[src/rtl/alu_pkg.sv]
// Shared definitions for the execute-stage ALU: datapath width, mode encoding
// and a bit-reversal helper used to run left shifts through a right shifter.
package alu_pkg;

    localparam int XLEN = 32;

    typedef enum logic [3:0] {
        ALU_ADD  = 4'd0,
        ALU_SUB  = 4'd1,
        ALU_AND  = 4'd2,
        ALU_OR   = 4'd3,
        ALU_XOR  = 4'd4,
        ALU_SLL  = 4'd5,
        ALU_SRL  = 4'd6,
        ALU_SRA  = 4'd7,
        ALU_SLT  = 4'd8,
        ALU_SLTU = 4'd9
    } alu_mode_e;

    function automatic logic [XLEN-1:0] bit_reverse(input logic [XLEN-1:0] v);
        logic [XLEN-1:0] r;
        r = '0;
        for (int i = 0; i < XLEN; i++) begin
            r[i] = v[XLEN-1-i];
        end
        return r;
    endfunction

endpackage

[src/rtl/alu_shifter.sv]
// 32-bit logarithmic barrel shifter (SLL/SRL/SRA); purely combinational, 0 cycles.
// No flow control: output follows inputs every cycle.
module alu_shifter
    import alu_pkg::*;
(
    input  logic [XLEN-1:0] i_data,
    input  logic [4:0]      i_shamt,
    input  logic            i_right,
    input  logic            i_arith,
    output logic [XLEN-1:0] o_result
);

    logic            w_fill;
    logic [XLEN-1:0] w_stage [0:5];

    // Left shifts reuse the right-shift stages on a bit-reversed operand.
    assign w_fill     = i_right & i_arith & i_data[XLEN-1];
    assign w_stage[0] = i_right ? i_data : bit_reverse(i_data);

    for (genvar k = 0; k < 5; k++) begin : g_stage
        localparam int SH = 1 << k;
        assign w_stage[k+1] = i_shamt[k] ? {{SH{w_fill}}, w_stage[k][XLEN-1:SH]}
                                         : w_stage[k];
    end

    assign o_result = i_right ? w_stage[5] : bit_reverse(w_stage[5]);

endmodule

[src/rtl/alu.sv]
// Execute-stage ALU: ten RISC-V style ops, combinational X/zero (0 cycles) plus
// X_q/zero_q registered copies (1 cycle). No handshake; every cycle is valid.
module alu
    import alu_pkg::*;
(
    input  logic            clk,
    input  logic            rst_n,
    input  logic [XLEN-1:0] A,
    input  logic [XLEN-1:0] B,
    input  logic [3:0]      mode,
    output logic [XLEN-1:0] X,
    output logic            zero,
    output logic [XLEN-1:0] X_q,
    output logic            zero_q
);

    logic            w_is_sub;
    logic [XLEN-1:0] w_b_op;
    logic [XLEN:0]   w_sum_ext;
    logic [XLEN-1:0] w_sum;
    logic            w_carry;
    logic            w_overflow;
    logic            w_lt_signed;
    logic            w_lt_unsigned;
    logic            w_shift_right;
    logic            w_shift_arith;
    logic [XLEN-1:0] w_shift_res;
    logic [XLEN-1:0] w_x;
    logic [XLEN-1:0] r_x_q;
    logic            r_zero_q;

    // One adder serves ADD, SUB and both compares; everything but ADD subtracts.
    assign w_is_sub  = (mode != ALU_ADD);
    assign w_b_op    = w_is_sub ? ~B : B;
    assign w_sum_ext = {1'b0, A} + {1'b0, w_b_op} + {{XLEN{1'b0}}, w_is_sub};
    assign w_sum     = w_sum_ext[XLEN-1:0];
    assign w_carry   = w_sum_ext[XLEN];

    // A - B: no carry out means a borrow, i.e. unsigned A < B.
    assign w_overflow    = (A[XLEN-1] == w_b_op[XLEN-1]) && (w_sum[XLEN-1] != A[XLEN-1]);
    assign w_lt_signed   = w_sum[XLEN-1] ^ w_overflow;
    assign w_lt_unsigned = ~w_carry;

    assign w_shift_right = (mode == ALU_SRL) || (mode == ALU_SRA);
    assign w_shift_arith = (mode == ALU_SRA);

    alu_shifter u_shifter (
        .i_data   (A),
        .i_shamt  (B[4:0]),
        .i_right  (w_shift_right),
        .i_arith  (w_shift_arith),
        .o_result (w_shift_res)
    );

    always_comb begin
        w_x = '0;
        case (mode)
            ALU_ADD,
            ALU_SUB:  w_x = w_sum;
            ALU_AND:  w_x = A & B;
            ALU_OR:   w_x = A | B;
            ALU_XOR:  w_x = A ^ B;
            ALU_SLL,
            ALU_SRL,
            ALU_SRA:  w_x = w_shift_res;
            ALU_SLT:  w_x = {{(XLEN-1){1'b0}}, w_lt_signed};
            ALU_SLTU: w_x = {{(XLEN-1){1'b0}}, w_lt_unsigned};
            default:  w_x = '0;
        endcase
    end

    assign X    = w_x;
    assign zero = (w_x == '0);

    // zero_q resets to 0 even though X_q resets to 0: the flag is cleared, not derived.
    always_ff @(posedge clk or negedge rst_n) begin
        if (!rst_n) begin
            r_x_q    <= '0;
            r_zero_q <= 1'b0;
        end else begin
            r_x_q    <= w_x;
            r_zero_q <= zero;
        end
    end

    assign X_q    = r_x_q;
    assign zero_q = r_zero_q;

endmodule

[config.mk]
export PLATFORM = sky130hd
export DESIGN_NAME = alu
export DESIGN_NICKNAME = d
export VERILOG_FILES = /design/src/rtl/alu_pkg.sv /design/src/rtl/alu_shifter.sv /design/src/rtl/alu.sv
export SDC_FILE = /design/constraint.sdc
export NUM_CORES = 1
export LEC_CHECK = 0
export ABC_AREA = 1
export ABC_CLOCK_PERIOD_IN_PS = 4450
export CORE_AREA = 4 4 134 136
export CTS_CLUSTER_DIAMETER = 50
export DETAILED_ROUTE_END_ITERATION = 12
export DIE_AREA = 0 0 138 140
export PLACE_DENSITY_LB_ADDON = 0.12
export REMOVE_ABC_BUFFERS = 1
export SLEW_MARGIN = 20
export SYNTH_ARGS = -nofsm -noshare
export SYNTH_HDL_FRONTEND = slang
export SYNTH_HIERARCHICAL = 1
export SYNTH_SLANG_ARGS = --single-unit
[constraint.sdc]
create_clock -name clk -period 4.45 [get_ports clk]
set_input_delay 0.89 -clock clk [delete_from_list [all_inputs] [get_ports clk]]
set_output_delay 0.89 -clock clk [all_outputs]
set_load 0.005 [all_outputs]
==> reports/results.tsv, run 1 <==
metric	value	unit
status	aborted with a tool error	
failed_stage	global routing	
error_line	[ERROR GRT-0232] Routing congestion too high. Check the congestion heatmap in the GUI.	
synthTopCellsByArea	nand2_1, nand3_1, ha_1	
track_usage	70.3	%
place_congestion	1.07	
synth.top_cell.area_share	22.4	%
ys_top_cells_by_count	nand2_1, nand3_1, inv_1	
avgSynthCellArea	5.52	um^2
clockRootBuffer	clkbuf_16	
worst-endpoint-pin-kind	output port	
synth_seq_cells	33	
row_count	48	
cts-htree-levels	2	
grt_repair_worst_endpoint	zero	
cts_sinks	33	
cts_hold_buf	0	
dp_hpwl	31800	um
yosysSeqAreaShare	9.97	%
start_util	48.9	%
synth_cells	1501	
port_buffers	135	
die_h	140	um
synth.largest_area_cell	nand2_1	
ioPinCount	136	
dp.cells	2086	
overflow	6	
synth_area	8280	um^2
yosys.cell_count.top_type	nand2_1	
grt_max_degree	34	
clk_path_buf_depth	2	
ys.flop_type	dfrtp_1	
yosys_warnings	6	
die_w	138	um
synthDistinctLibCells	39	
placed_area	12000	um^2
synth-edff-count	0	
ys_async_sr_fraction	100	%
cts_buffers	5	
-- logic make-up after synthesis --
logic type,after synthesis,share of synthesized area [%]
compound gates,100,7.60
xor+xnor,35,3.70
fa+ha+maj,98,14.9
buf+inv,230,11.3
flops,33,9.97
simple gates,1005,52.6
-- through the flow --
stage / hold WS, ns / setup slack [ns] / TNS, ns
after floorplan: 0.594 / -3.33 / -163.72
after global placement: 1.00 / -1.44 / -20.17
after detailed placement: 1.02 / -1.43 / -20.66
after CTS: 0.725 / -0.283 / -1.26
-- what timing repair did --
item                       4_1_cts
gates resized for setup        380
setup endpoints to repair       33
cloned                           6
hold endpoints to repair         0
buffers inserted                43
pin swaps                      139
-- per-layer routing --
layer / overflow / track usage [%]
met1: 0 / 69.0
met2: 3 / 91.0
met3: 0 / 51.4
met4: 3 / 72.8
met5: 0 / 9.77
==> run 2, diff against run 1 <==
--- a/config.mk
+++ b/config.mk
@@ -6,12 +6,11 @@
 export NUM_CORES = 1
 export LEC_CHECK = 0
 export ABC_AREA = 1
-export ABC_CLOCK_PERIOD_IN_PS = 4450
-export CORE_AREA = 4 4 134 136
-export CTS_CLUSTER_DIAMETER = 50
+export ABC_CLOCK_PERIOD_IN_PS = 5800
+export CORE_AREA = 4 4 159 161
 export DETAILED_ROUTE_END_ITERATION = 12
-export DIE_AREA = 0 0 138 140
-export PLACE_DENSITY_LB_ADDON = 0.12
+export DIE_AREA = 0 0 163 165
+export PLACE_DENSITY_LB_ADDON = 0.15
 export REMOVE_ABC_BUFFERS = 1
 export SLEW_MARGIN = 20
 export SYNTH_ARGS = -nofsm -noshare
==> constraint.sdc (replaced) <==
create_clock -name clk -period 5.8 [get_ports clk]
set_input_delay 1.16 -clock clk [delete_from_list [all_inputs] [get_ports clk]]
set_output_delay 1.16 -clock clk [all_outputs]
set_load 0.005 [all_outputs]
==> run 2 against run 1 <==
Effect of this change: the flow now finishes without violations; synthesized area is the same; synthesized cell count is the same.
==> reports/results.tsv, run 2 <==
metric	value	unit	change
dp.cells	2118		was 2086
setup_viol	0		
antenna_left	0		
yosysSeqAreaShare	9.97	%	unchanged
finalCritPeriodShare	99.6	%	
clockRootBuffer	clkbuf_16		unchanged
slowest_stage	clkdlybuf4s50_1		
antenna_found_initial	0		
cts.reportedPaths.clkPinSlew	0.06	ns	
end_kind	output port		
place_congestion	1.00		was 1.07
drc_errors	0		
hp-class	input port to async pin		
fill_cells	2529		
tritoncts	done		
finalMaxSlewViolations	0		
finalCriticalPeriod	5.78	ns	
largest_register_ffs	32		
layout.nets	2000		
crit_start	mode[2]		
start_kind	input port		
ioPinCount	136		unchanged
layout_common_cells	nand2_1, nand3_1, buf_4		
leakagePower	6.95	nW	
synth_cells	1501		unchanged
hold_violations	0		
layout_commonest_cell	nand2_1		
vdd_drop_max	0.109	mV	
die_h	165	um	was 140 um
max_freq	0.173	GHz	
status	completed		was aborted with a tool error
overflow	0		
yosys_warnings	6		unchanged
arrival	4.62	ns	
synth_area	8280	um^2	unchanged
max_stage_delay	0.47	ns	
layout-drive-gt1-share	24.3	%	
critPathKind	input port to output port		
die_w	163	um	was 138 um
synth_seq_cells	33		unchanged
cts_buffers	5		unchanged
row_count	57		was 48
crit_fanout	20		
clk_path_buf_depth	2		unchanged
setup_tns	0	ns	
grt_max_degree	40		
wl	41400	um	
core_area	24000	um^2	
n_antenna_cell	0		
dp_hpwl	32900	um	was 31800 um
fin_cells	2157		
grt_pass1_vias	10800		
ys_top_cells_by_count	nand2_1, nand3_1, inv_1		unchanged
synthTopCellsByArea	nand2_1, nand3_1, ha_1		unchanged
required	4.64	ns	
rsz0062_at_grt	yes		
endpoint	X[18]		
ys.flop_type	dfrtp_1		unchanged
max_slew.worst_pin.slew	0.793	ns	
yosys.cell_count.top_type	nand2_1		unchanged
critPathMostFrequentCell	buf_4		
syn_to_final_growth	54.6	%	
viasPerCell	5.38		
cap_violations	0		
vias	11600		
ys_async_sr_fraction	100	%	unchanged
cts_sinks	33		unchanged
synth-edff-count	0		unchanged
wl_per_cell	19.2	um	
avgSynthCellArea	5.52	um^2	unchanged
start_util	34.6	%	was 48.9%
synthDistinctLibCells	39		unchanged
grt_pass1_wl	60200	um	
track_usage	28.9	%	
cts-htree-levels	2		unchanged
drt-initial-drc-count	944		
die_area	26900	um^2	
dr.pass1.iters	5		
synth.top_cell.area_share	22.4	%	unchanged
synth.largest_area_cell	nand2_1		unchanged
powerDensity	140	nW/um^2	
port_buffers	135		unchanged
slew_headroom	47.2	%	
==> run 2: cell counts after synthesis <==
No cell type changed its count.
==> run 2: worst min path at each step <==
stage	startpoint	endpoint	slack, ns
2_1_floorplan	rst_n	X_q[0]	0.86
3_3_place_gp	rst_n	X_q[16]	1.28
3_5_place_dp	rst_n	X_q[16]	1.29
4_1_cts	rst_n	X_q[16]	0.99
5_1_grt	rst_n	X_q[16]	1.03
6_report	rst_n	X_q[16]	0.95
==> run 2: stage by stage <==
step	setup WS (ns)	cell area, um^2	util (%)	total power [mW]	hold slack (ns)
floorplan	-2.52	7970	-	0.771	0.864
global route	-0.161	12800	53.4	1.91	1.03
CTS	-0.0996	11800	49.4	1.69	0.988
finish	0.0215	12800	53.4	1.79	0.954
detailed placement	-0.370	11600	48.3	1.38	1.29
global placement	-0.394	11600	48.3	1.37	1.28
==> run 2: what timing repair did <==
| action | 4_1_cts | 5_1_grt |
|---|---|---|
| pin swaps | 6 | 41 |
| setup endpoints to repair | 7 | 29 |
| hold buffers | 0 | 0 |
| gates resized for setup | 20 | 179 |
| buffers inserted | 5 | 21 |
| gates cloned | 0 | 5 |
==> run 2: logic make-up (layout without fill, tap and decap cells) <==
kind of cell / Yosys count / in the layout / share of synthesized area (%)
simple gates: 1005 / 1005 / 52.6
compound gates: 100 / 100 / 7.60
xor+xnor: 35 / 35 / 3.70
fa+ha+maj: 98 / 98 / 14.9
flops: 33 / 33 / 9.97
buf+inv: 230 / 562 / 11.3
==> run 2: metal layers <==
layer	vias to the layer above	global-route usage [%]	routed length, um
met2	525	49.5	19400
li1	5571	-	-
met4	0	12.3	2190
met5	-	0	0
met1	5407	37.3	17000
met3	110	2.52	2840
==> run 2: critical path: cells and delay by family <==
family,cells,cell delay (ns)
AO/OA/AOI/OAI,1,0.19
buffers and inverters,12,1.86
AND/OR/NAND/NOR,15,1.39
==> run 2: layout make-up <==
type	count	area (um^2)	share of cell area [%]
flip-flops and latches	33	826	6.45
clock buffers	7	153	1.19
repair buffers	389	3560	27.8
multi-input cells	1238	7240	56.5
well taps	324	405	3.17
clock inverters	1	5.00	0.0391
inverters	165	622	4.86
==> run 2: report_power, final <==
group,internal [mW],switching (mW)
sequential,0.256,0.00639
clock,0.182,0.114
combinational,0.556,0.675
Power figures use the tool's default switching activity.
==> run 3, diff against run 2 <==
--- a/config.mk
+++ b/config.mk
@@ -10,7 +10,9 @@
 export CORE_AREA = 4 4 159 161
 export DETAILED_ROUTE_END_ITERATION = 12
 export DIE_AREA = 0 0 163 165
+export GPL_TIMING_DRIVEN = 0
 export PLACE_DENSITY_LB_ADDON = 0.15
+export RECOVER_POWER = 50
 export REMOVE_ABC_BUFFERS = 1
 export SLEW_MARGIN = 20
 export SYNTH_ARGS = -nofsm -noshare
==> run 3 against run 2 <==
Effect of this change: power decreased by 15%; wire length down 11%; sequential share of layout area rose by 1.2 points; die area did not move; sequential power barely moved; worst setup slack improved by 0.17 ns; count of clock-buffer cells in the layout unchanged; global-route usage shrank 2.5 points; first-iteration DRC count is 15% lower; sequential cell count is the same; core utilization decreased by 8.2 points; critical path type unchanged; largest cell class unchanged; largest power group unchanged; highest routed layer unchanged.
==> reports/results.tsv, run 3 (synthesized netlist as in run 2, its figures left out) <==
metric	value	unit	change
status	completed		unchanged
layout.nets	1789		was 2000
cts.reportedPaths.clkPinSlew	0.06	ns	about the same
cts_buffers	5		unchanged
max_slew.worst_pin.slew	1.26	ns	was 0.793 ns
hold_violations	0		unchanged
dp_hpwl	28800	um	was 32900 um
wl	36900	um	was 41400 um
cts-htree-levels	2		unchanged
fin_ws	0.195	ns	was 0.0215 ns
finalCritPeriodShare	96.6	%	was 99.6%
holdWs	0.857	ns	was 0.954 ns
tritoncts	done		unchanged
critPathMostFrequentCell	nand2_1		was buf_4
cts_hold_buf	0		unchanged
die_w	163	um	unchanged
grt_pass1_vias	9777		was 10800
clockRootBuffer	clkbuf_16		unchanged
clk_path_buf_depth	2		unchanged
antenna_found_initial	0		unchanged
grt_pass1_wl	55100	um	was 60200 um
max_freq	0.178	GHz	was 0.173 GHz
setup_viol	0		unchanged
vias	10400		was 11600
layout_common_cells	nand2_1, nand3_1, inv_1		was nand2_1, nand3_1, buf_4
critPathKind	input port to output port		unchanged
powerDensity	141	nW/um^2	was 140 nW/um^2
vdd_drop_max	0.0887	mV	was 0.109 mV
place_congestion	0.968		was 1.00
viasPerCell	5.34		was 5.38
crit_chain	clkbuf_4, nor2_4, nand2_8, buf_16, xor2_1, ha_1, nand2_1, inv_1, nand2_1, nor2_1, nand4_1, nand3_1, nand2_1, nand3_1, nand2_1, nor2_1, nand2_1, nor2_2, nand3_1, nor2_2, clkdlybuf4s15_2		
end_kind	output port		unchanged
finalCriticalPeriod	5.60	ns	was 5.78 ns
leakagePower	5.78	nW	was 6.95 nW
track_usage	26.4	%	was 28.9%
critPathTopFamily	simple AND/OR/NAND/NOR gates		was buffers and inverters
grt_max_degree	65		was 40
crit_buf_inv	4		was 12
cap_violations	0		unchanged
layout-drive-gt1-share	11.1	%	was 24.3%
start_kind	input port		unchanged
cts_sinks	33		unchanged
arrival	4.44	ns	was 4.62 ns
core_area	24000	um^2	unchanged
die_h	165	um	unchanged
row_count	57		unchanged
start_util	34.6	%	unchanged
crit_fanout	16		was 20
port_buffers	135		unchanged
antenna_left	0		unchanged
hp-class	input port to async pin		unchanged
dpl_worst_slack	-2.21	ns	was -0.370 ns
syn_to_final_growth	30.8	%	was 54.6%
max_stage_delay	0.39	ns	was 0.47 ns
drc_errors	0		unchanged
die_area	26900	um^2	unchanged
drt-initial-drc-count	799		was 944
ioPinCount	136		unchanged
slew_headroom	16.3	%	was 47.2%
largest_register_ffs	32		unchanged
dr.pass1.iters	5		unchanged
layout_commonest_cell	nand2_1		unchanged
finalMaxSlewViolations	0		unchanged
required	4.64	ns	about the same
wl_per_cell	19.0	um	was 19.2 um
slowest_stage	ha_1		was clkdlybuf4s50_1
n_antenna_cell	0		unchanged
overflow	0		unchanged
rsz0062_at_grt	no		was yes
run 3: cell count changes in the layout (fill, tap and decap cells not counted), sizes merged:
cell and delta:
clkdlybuf4s15 +2, dlygate4sd2 -1, bufbuf +2, dlymetal6s2s -9
buf -213, inv -5, nor2 +2, clkbuf +1
clkdlybuf4s50 -32, clkinvlp +9, dlygate4sd3 +33
run 3: path summary, 6_finish.rpt:
check / startpoint / to / slack (ns) / cells after the start
max: mode[1] / zero / 0.20 / 21
min: rst_n / X_q[15] / 0.86 / 1
max in group asynchronous: rst_n / X_q[31] / 3.37 / 2
min in group clk: mode[3] / X_q[0] / 1.37 / 5
run 3: layout make-up:
class | count | area (um^2)
timing repair inverter | 4 | 30.0
fill | 2657 | 13100
clock inverter | 1 | 5.00
timing repair buffer | 172 | 1760
tap | 324 | 405
multi-input combinational | 1240 | 7000
inverter | 165 | 657
clock buffer | 7 | 153
sequential | 33 | 826
run 3: report_power, final:
group / total (mW) / switching, mW / internal (mW)
sequential: 0.260 / 0.00468 / 0.255
combinational: 0.973 / 0.600 / 0.372
clock: 0.291 / 0.109 / 0.182
run 3: what timing repair did:
item | 4_1_cts | 5_1_grt
pin swaps | 34 | 13
cloned | 6 | 2
setup buffers | 20 | 8
endpoints found under the setup margin | 34 | 22
gates resized for setup | 99 | 51
run 3: through the flow:
step / power (mW) / TNS (ns) / utilization (%) / instance area (um^2) / cells
2_1_floorplan: 0.771 / -101.35 / - / 7970 / 1436
3_3_place_gp: 1.15 / -364.37 / 40.6 / 9730 / 1895
3_5_place_dp: 1.16 / -43.97 / 41.3 / 9900 / 1902
4_1_cts: 1.51 / 0 / 44.5 / 10700 / 1936
5_1_grt: 1.64 / 0 / 45.2 / 10800 / 1946
6_report: 1.52 / 0 / 45.2 / 10800 / 1946
run 3: layer usage:
| layer | up-vias | wire length, um | track usage (%) |
|---|---|---|---|
| met5 | - | 0 | 0 |
| met4 | 0 | 1310 | 9.19 |
| met3 | 59 | 2260 | 2.97 |
| met2 | 375 | 17800 | 46.0 |
| met1 | 4778 | 15600 | 33.8 |
| li1 | 5179 | - | - |
